[config.mk]
export PLATFORM = sky130hd
export DESIGN_NAME = alu_sequencer
export DESIGN_NICKNAME = d
export VERILOG_FILES = /design/src/rtl/alu_sequencer_pkg.sv /design/src/rtl/alu_sequencer.sv
export SDC_FILE = /design/constraint.sdc
export NUM_CORES = 1
export LEC_CHECK = 0
export ABC_AREA = 0
export BUFFER_PORTS_ARGS = -buffer_cell sky130_fd_sc_hd__buf_2
export CORE_ASPECT_RATIO = 0.9
export CORE_UTILIZATION = 52
export DETAILED_ROUTE_END_ITERATION = 6
export PLACE_DENSITY_LB_ADDON = 0.12
export SETUP_SLACK_MARGIN = 0.3
export SLEW_MARGIN = 5
export SYNTH_ARGS = -nofsm -noshare
export SYNTH_HDL_FRONTEND = slang
export SYNTH_SLANG_ARGS = --single-unit
[constraint.sdc]
create_clock -name i_clk -period 3.1 [get_ports i_clk]
set_input_delay 0.155 -clock i_clk [delete_from_list [all_inputs] [get_ports i_clk]]
set_output_delay 0.155 -clock i_clk [all_outputs]
set_load 0.01 [all_outputs]
[src/rtl/alu_sequencer_pkg.sv]
// Shared ALU opcode encoding plus the sequencer's macro-op and state types.
package alu_sequencer_pkg;

  localparam int W   = 8;
  localparam int OPS = 4;
  localparam int CW  = $clog2(W);

  typedef enum logic [OPS-1:0] {
    NOP = 4'h0,
    ADD = 4'h1,
    SUB = 4'h2,
    SLT = 4'h3,
    AND = 4'h4,
    OR  = 4'h5,
    XOR = 4'h6
  } op_mne;

  typedef enum logic {
    MUL  = 1'b0,
    DIVU = 1'b1
  } macop_t;

  typedef enum logic [1:0] {
    IDLE   = 2'd0,
    STEP_A = 2'd1,
    STEP_B = 2'd2,
    DONE   = 2'd3
  } seq_state_t;

endpackage

[src/rtl/alu_sequencer.sv]
// Unsigned MUL/DIVU as a sequence of single-cycle ALU ops; result in 2W+1 cycles.
// ALU_SEQ_DIV_EN adds the restoring divider; without it DIVU returns zeros at once.
module alu_sequencer
  import alu_sequencer_pkg::*;
(
  input  logic           i_clk,
  input  logic           i_reset,
  input  logic           i_start,
  input  logic           i_mac_op,
  input  logic [W-1:0]   i_a,
  input  logic [W-1:0]   i_b,
  input  logic [W-1:0]   i_alu_out,
  output logic [OPS-1:0] o_alu_op,
  output logic [W-1:0]   o_alu_a,
  output logic [W-1:0]   o_alu_b,
  output logic           o_busy,
  output logic           o_done,
  output logic [W-1:0]   o_hi,
  output logic [W-1:0]   o_lo,
  output logic           o_div_zero
);

  seq_state_t      r_state, w_state_nxt;
  logic [CW-1:0]   r_cnt, w_cnt_nxt;
  logic [W-1:0]    r_b, w_b_nxt;
  logic [W-1:0]    r_hi, w_hi_nxt;
  logic [W-1:0]    r_lo, w_lo_nxt;
  logic [W-1:0]    r_sum, w_sum_nxt;
  logic            r_dz, w_dz_nxt;
  op_mne           w_alu_op;
  logic [W-1:0]    w_alu_a, w_alu_b, w_addend;
  logic            w_last;
`ifdef ALU_SEQ_DIV_EN
  macop_t          r_op, w_op_nxt;
  logic            r_lt, w_lt_nxt;
  logic            r_ovf, w_ovf_nxt;
  logic [W:0]      w_shift;
`endif

  always_ff @(posedge i_clk) begin
    if (i_reset) begin
      r_state <= IDLE;
      r_cnt   <= '0;
      r_b     <= '0;
      r_hi    <= '0;
      r_lo    <= '0;
      r_sum   <= '0;
      r_dz    <= 1'b0;
`ifdef ALU_SEQ_DIV_EN
      r_op    <= MUL;
      r_lt    <= 1'b0;
      r_ovf   <= 1'b0;
`endif
    end else begin
      r_state <= w_state_nxt;
      r_cnt   <= w_cnt_nxt;
      r_b     <= w_b_nxt;
      r_hi    <= w_hi_nxt;
      r_lo    <= w_lo_nxt;
      r_sum   <= w_sum_nxt;
      r_dz    <= w_dz_nxt;
`ifdef ALU_SEQ_DIV_EN
      r_op    <= w_op_nxt;
      r_lt    <= w_lt_nxt;
      r_ovf   <= w_ovf_nxt;
`endif
    end
  end

  // Accumulators double as the result outputs: they only move after an accepted Start.
  always_comb begin
    w_state_nxt = r_state;
    w_cnt_nxt   = r_cnt;
    w_b_nxt     = r_b;
    w_hi_nxt    = r_hi;
    w_lo_nxt    = r_lo;
    w_sum_nxt   = r_sum;
    w_dz_nxt    = r_dz;
    w_alu_op    = NOP;
    w_alu_a     = '0;
    w_alu_b     = '0;
    w_addend    = r_lo[0] ? r_b : '0;
    w_last      = (r_cnt == CW'(W-1));
`ifdef ALU_SEQ_DIV_EN
    w_op_nxt    = r_op;
    w_lt_nxt    = r_lt;
    w_ovf_nxt   = r_ovf;
    w_shift     = {r_hi, r_lo[W-1]};
`endif
    case (r_state)
      IDLE: begin
        if (i_start) begin
          w_cnt_nxt   = '0;
          w_sum_nxt   = '0;
          w_dz_nxt    = 1'b0;
          w_b_nxt     = i_b;
          w_hi_nxt    = '0;
          w_lo_nxt    = i_a;
          w_state_nxt = STEP_A;
`ifdef ALU_SEQ_DIV_EN
          w_op_nxt    = macop_t'(i_mac_op);
          if (i_mac_op && (i_b == '0)) begin
            w_hi_nxt    = i_a;
            w_lo_nxt    = '1;
            w_dz_nxt    = 1'b1;
            w_state_nxt = DONE;
          end
`else
          if (i_mac_op) begin
            w_lo_nxt    = '0;
            w_state_nxt = DONE;
          end
`endif
        end
      end
      STEP_A: begin
`ifdef ALU_SEQ_DIV_EN
        if (r_op == DIVU) begin
          w_hi_nxt  = w_shift[W-1:0];
          w_ovf_nxt = w_shift[W];
          w_lo_nxt  = {r_lo[W-2:0], 1'b0};
          w_alu_op  = SLT;
          w_alu_a   = w_shift[W-1:0];
          w_alu_b   = r_b;
          w_lt_nxt  = i_alu_out[0];
        end else
`endif
        begin
          w_alu_op  = ADD;
          w_alu_a   = r_hi;
          w_alu_b   = w_addend;
          w_sum_nxt = i_alu_out;
        end
        w_state_nxt = STEP_B;
      end
      STEP_B: begin
`ifdef ALU_SEQ_DIV_EN
        // A shifted-out bit means rem >= 2^W > B, so the subtract must happen and wraps correctly.
        if (r_op == DIVU) begin
          if (r_ovf || !r_lt) begin
            w_alu_op = SUB;
            w_alu_a  = r_hi;
            w_alu_b  = r_b;
            w_hi_nxt = i_alu_out;
            w_lo_nxt = {r_lo[W-1:1], 1'b1};
          end
        end else
`endif
        begin
          // sum < addend exactly when the W-bit add wrapped.
          w_alu_op             = SLT;
          w_alu_a              = r_sum;
          w_alu_b              = w_addend;
          {w_hi_nxt, w_lo_nxt} = {i_alu_out[0], r_sum, r_lo[W-1:1]};
        end
        if (w_last) begin
          w_state_nxt = DONE;
        end else begin
          w_cnt_nxt   = r_cnt + 1'b1;
          w_state_nxt = STEP_A;
        end
      end
      DONE:    w_state_nxt = IDLE;
      default: w_state_nxt = IDLE;
    endcase
  end

  assign o_alu_op   = w_alu_op;
  assign o_alu_a    = w_alu_a;
  assign o_alu_b    = w_alu_b;
  assign o_busy     = (r_state != IDLE);
  assign o_done     = (r_state == DONE);
  assign o_hi       = r_hi;
  assign o_lo       = r_lo;
  assign o_div_zero = r_dz;

endmodule

==> results of run 1 <==
[path summary, 6_finish.rpt]
check / from / endpoint / slack (ns) / cells past startpoint
hold / removal: i_b[2] / r_b[2] / 0.1 / 3
hold reg to reg: r_b[4] / r_b[4] / 0.45 / 2
setup reg to reg: r_state[1] / o_lo[1] / 0.98 / 5
setup / recovery: r_state[1] / o_lo[1] / 0.98 / 5
[layer usage]
| layer | GRT usage | share of wire | vias up |
|---|---|---|---|
| met4 | 0.09740 | 0.017 | 0 |
| met2 | 0.3754 | 0.46 | 63 |
| met1 | 0.3287 | 0.46 | 770 |
| met5 | 0 | 0 | - |
| li1 | - | - | 849 |
| met3 | 0.06200 | 0.069 | 7 |
[through the flow]
stage                 util  total power, mW  instances  hold slack [ns]  cell area, sq um
floorplan                -            1.302        216           0.2910              1772
detailed placement  0.6487            1.504        303           0.4003              2036
finish              0.6810            1.861        311          0.09779              2137
global route        0.6810            2.000        311          0.09001              2137
CTS                 0.6810            1.874        311          0.08547              2137
global placement    0.6487            1.494        303           0.3994              2036
[placed cells by master, fill, tap and decap left out]
master,count
a211oi_1,3
a21oi_1,27
a221oi_1,7
a22oi_1,8
and2_1,2
and3_1,8
buf_2,63
clkbuf_8,7
clkinv_2,1
conb_1,3
dfxtp_1,37
ha_1,8
inv_1,3
mux2_2,1
mux2_4,1
mux2i_1,3
mux2i_2,1
nand2_1,35
nand3_1,16
nor2_1,11
nor2b_1,8
nor3_1,9
nor3b_1,1
o21ai_0,3
or3_1,2
or4b_1,1
[cell families after synthesis]
group | share of synthesized area
fa+ha+maj | 0.05674
simple gates | 0.2496
other cells | 0.002126
mux | 0.03971
flops | 0.4199
buf+inv | 0.06525
compound gates | 0.1667
[flip-flops by register name (all words and copies together), names as in the netlist]
register  cells
r_b           8
r_state       2
o_hi          8
o_lo          8
r_sum         8
r_cnt         3
[critical path, delay by kind of cell, from the launching register on]
| family | cells | cell delay (ns) |
|---|---|---|
| and+or+nand+nor | 1 | 0.22 |
| adders and majority gates | 1 | 0.46 |
| muxes | 1 | 0.78 |
| DFF | 1 | 0.35 |
| AOI/OAI and AO/OA | 1 | 0.12 |
| buffers and inverters | 1 | 0.11 |
[final cells by class]
type,count,area [sq um],share of cell area
multi-input cells,158,915.9,0.4286
clock buffers,7,96.34,0.04508
clock inverters,1,5.005,0.002342
well taps,42,52.55,0.02459
flip-flops and latches,37,740.7,0.3466
repair buffers,63,315.3,0.1475
inverters,3,11.26,0.005269
[power breakdown]
part           internal [mW]  switching (mW)  leakage [nW]
Clock                  0.201           0.168        0.0542
Combinational          0.300           0.535         0.613
Sequential             0.575          0.0822         0.302
==> impl_metrics.ini, run 1 <==
[outcome]
result_of_the_run = completed

[synthesis]
synth_area_leaders = dfxtp_1 (42%), a21oi_1 (7.7%), nand2_1 (7.4%)
synth_largest_area_cell = dfxtp_1
synth_seq_area_share = 0.4199
cell_area_after_synthesis_sq_mm = 0.001764
synthesis.yosys.warnings = 0
dominantRegCellSynth = dfxtp_1
count_of_cell_types_in_the_netlist = 28
synth.avg_cell_area_sq_um = 8.244
yosysTopAreaCellShare = 0.4199
instance_count_of_the_mapped_netlist = 214
cell_with_the_most_instances_after_synthesis = dfxtp_1
number_of_enable_flip_flop_cells_after_synthesis = 0
ys_seq_elements = 37
netlist_top_cells_count = dfxtp_1 (37), nand2_1 (35), a21oi_1 (27), nand3_1 (16), nor2_1 (11)
synthArstFlopShare = 0

[global_route]
grt_first_pass_wirelength_um = 6851
number_of_global_route_vias_before_repair = 1466
gr_usage_total = 0.2440
grt.overflow.total = 0
grt_start_max_net_pins = 38
grt_antenna_before_repair = 0

[die]
die_span_in_y_um = 57.26
die_w_um = 63.40
floorplan.die_area_sq_mm = 0.003630
core-area_sq_mm = 0.003138
floorplan.io_pins = 67
initial_core_util = 0.5622
row_count = 19

[cts]
cts-buffers-inserted = 5
clk_pin_slew_ns = 0.07
hold_buffers = 0
numClockSinks = 37
post_cts.resized_instances = 0
post-cts-setup-buffers = 0
root_buffer_selected_by_cts = clkbuf_8
clkLatencyLatePin_ns = 0.29
ctsLongestPathBuffers = 2
cts-htree-levels = 2
cts_tree = done

[route]
finalWirelength_um = 4186
drtPass1Iterations = 4
detail_route.iter0.violations = 141
residual_drc_count = 0
drt-wirelength-per-cell_um = 13.46
via_per_inst = 5.431
ant_nets = 0
dr_total_vias = 1689

[sta]
timing.clock.skew_ns = 0.002800
timing_worst_slew_pin_value_ns = 0.8336
layout_setup_ws_ns = 0.9826
slew_headroom = 0.4333
min_tclk_post_route_ns = 2.117
timing_max_transition_violations_final = 0
report.final.setup_viol = 0
clock.fmax_mhz = 472.3
finalHoldViolCount = 0
rsz0062_at_grt = false
period_utilisation_layout = 0.6830
final.setup.tns_ns = 0

[setup_path]
worst_setup_path_end_kind = register
worstSetupStartpointType = register
cp_data_arrival_time_ns = 2.33
worst_path_max_delay_cell = mux2i_2
crit_chain = inv_1 > ha_1 > mux2i_2 > a221oi_1 > nor3_1
cp_max_fo = 16
timing.critical_path.slowest_cell_delay_ns = 0.78
criticalPathCategory = reg2reg
cp_data_required_time_ns = 3.31

[layout]
filler_cell_count = 298
final_layout_size_suffix_gt1_frac = 0.2751
area_delta_synth_final_pct = 21.13
number_of_antenna_repair_diodes = 0
layout.nets = 304

[power]
leakagePower_nw = 0.9684
max-vdd-ir-drop_uv = 476.0
power_density_mw_per_mm2 = 871.0

[job]
cap_viol_max_count = 0

[place]
place.detailed.hpwl_um = 2738
port_buffer_count = 63
pre_cts_ws_ns = 0.9836
finalWeightedCongestion = 0.7516

[min_path]
type_of_the_most_critical_hold_path = in2reg
Power figures use the tool's default switching activity.
==> run 2: changes to the inputs <==
CORE_UTILIZATION = 44   (was 52)
clock period = 1.8 ns   (was 3.1 ns; I/O delays follow)
==> run 2 against run 1 <==
Effect of this change:
- register-to-register slack worse by 0.80 ns
- worst hold slack worse by 0.055 ns
- setup slack got worse by 0.80 ns
- largest cell class unchanged
- maximum frequency up 31%
- final cell count grew 10%
- largest power group unchanged
==> impl_metrics.ini, run 2 (synthesis results as in run 1) <==
[outcome]
result_of_the_run = completed

[setup_path]
critical-path-top-delay-family = simple AND/OR/NAND/NOR gates
r2r_setup_slack_ns = 0.18
criticalPathCategory = reg2reg
number_of_cell_instances_on_the_worst_register_to_register_path = 5
cp.buffers_inverters = 1
r2r-start = r_state[0]
worst_path_max_delay_cell = or4b_4
cp_data_required_time_ns = 2.01
cp_max_fo = 8
worstReg2RegEnd = r_cnt[0]
worstSetupStartpointType = register
crit_chain = inv_6 > ha_4 > mux2i_4 > or4b_4 > a21oi_2
worst_setup_path_end_kind = register
cp_data_arrival_time_ns = 1.82
timing.critical_path.slowest_cell_delay_ns = 0.50

[layout]
final_core_density = 0.7063
final_cell_area_sq_mm = 0.002673
layout_commonest_cell = buf_2
final_layout_size_suffix_gt1_frac = 0.4459
number_of_antenna_repair_diodes = 0
area_delta_synth_final_pct = 51.49
layout.cells.most_common_list = buf_2 (57), nand2_1 (34), dfxtp_1 (34)
layout.nets = 332
finish.cell_count_without_fillers = 342

[place]
pre_cts_ws_ns = 0.1078
postPlaceCellArea_sq_mm = 0.002113
placed_cells_incl_taps = 312
port_buffer_count = 63
finalWeightedCongestion = 0.7901
place.detailed.hpwl_um = 2989

[cts]
hold_buffers = 0
root_buffer_selected_by_cts = clkbuf_8
cts_tree = done
cts-htree-levels = 2
ctsLongestPathBuffers = 2
cts-buffers-inserted = 5
clk_pin_slew_ns = 0.07
numClockSinks = 37
clkLatencyLatePin_ns = 0.29

[route]
detail_route.iter0.violations = 187
ant_nets = 0
drt-wirelength-per-cell_um = 15.71
dr_total_vias = 1912
via_per_inst = 5.591
finalWirelength_um = 5372
drtPass1Iterations = 5
residual_drc_count = 0

[min_path]
hp-start = i_b[4]
worst_hold_path.endpoint = r_b[4]
hold_depth = 3
type_of_the_most_critical_hold_path = in2reg

[die]
initial_core_util = 0.4663
floorplan.io_pins = 67
row_count = 21
core-area_sq_mm = 0.003784
die_span_in_y_um = 62.07
floorplan.die_area_sq_mm = 0.004267
die_w_um = 68.75

[sta]
timing_max_transition_violations_final = 0
report.final.setup_viol = 0
clock.fmax_mhz = 618.3
timing_worst_slew_pin_value_ns = 0.7233
period_utilisation_layout = 0.8985
layout_setup_ws_ns = 0.1827
hold-worst-slack_ns = 0.04302
timing.clock.skew_ns = 0.004982
slew_headroom = 0.5178
final.setup.tns_ns = 0
finalHoldViolCount = 0
rsz0062_at_grt = true
min_tclk_post_route_ns = 1.617

[global_route]
grt_first_pass_wirelength_um = 7417
grt_antenna_before_repair = 0
grt_start_max_net_pins = 38
gr_usage_total = 0.2406
grt.overflow.total = 0
number_of_global_route_vias_before_repair = 1506

[power]
max-vdd-ir-drop_uv = 666.8
leakagePower_nw = 1.130
power_density_mw_per_mm2 = 1662
power_mw = 4.441

[job]
cap_viol_max_count = 0
-- run 2: routing by layer --
metal / track usage / up-vias / routed length [um] / part of all wire
li1: - / 909 / - / -
met1: 0.3259 / 921 / 2416 / 0.45
met2: 0.3894 / 73 / 2580 / 0.48
met3: 0.04927 / 9 / 305 / 0.057
met4: 0.06997 / 0 / 69 / 0.013
met5: 0 / - / 0 / 0
-- run 2: worst reg2reg max path, cell delays in order (launching register included) --
cell and delay [ns]:
dfxtp_4 0.40, inv_6 0.06, ha_4 0.22, mux2i_4 0.22, or4b_4 0.51, a21oi_2 0.14
-- run 2: worst max path at each step --
stage | from | end | slack, ns | depth (start not counted)
2_1_floorplan | r_state[0] | r_cnt[0] | 0.30 | 6
3_3_place_gp | r_state[0] | o_hi[4] | 0.13 | 6
3_5_place_dp | r_state[0] | o_hi[2] | 0.11 | 6
4_1_cts | r_state[0] | r_cnt[0] | 0.24 | 5
5_1_grt | r_state[1] | r_cnt[0] | 0.15 | 5
6_report | r_state[0] | r_cnt[0] | 0.18 | 5
-- run 2: power by group --
part           internal, mW  switching, mW  leakage [nW]
registers              1.01          0.189         0.303
clock network         0.304          0.270        0.0443
logic                  1.35           1.32         0.783
-- run 2: area by class of cell --
type	count	area, sq um
Tap cell	46	57.56
Clock buffer	7	86.33
Inverter	3	21.27
Multi-Input combinational cell	159	1105
Fill cell	295	1111
Sequential cell	37	749.5
Timing Repair Buffer	90	653.1
-- run 2: timing repair --
item                                    in CTS  in global routing
pin swaps                                    7                 11
gates cloned                                 1                  1
gates resized for setup                     22                 31
buffers inserted                            11                 10
endpoints found under the setup margin      41                 52
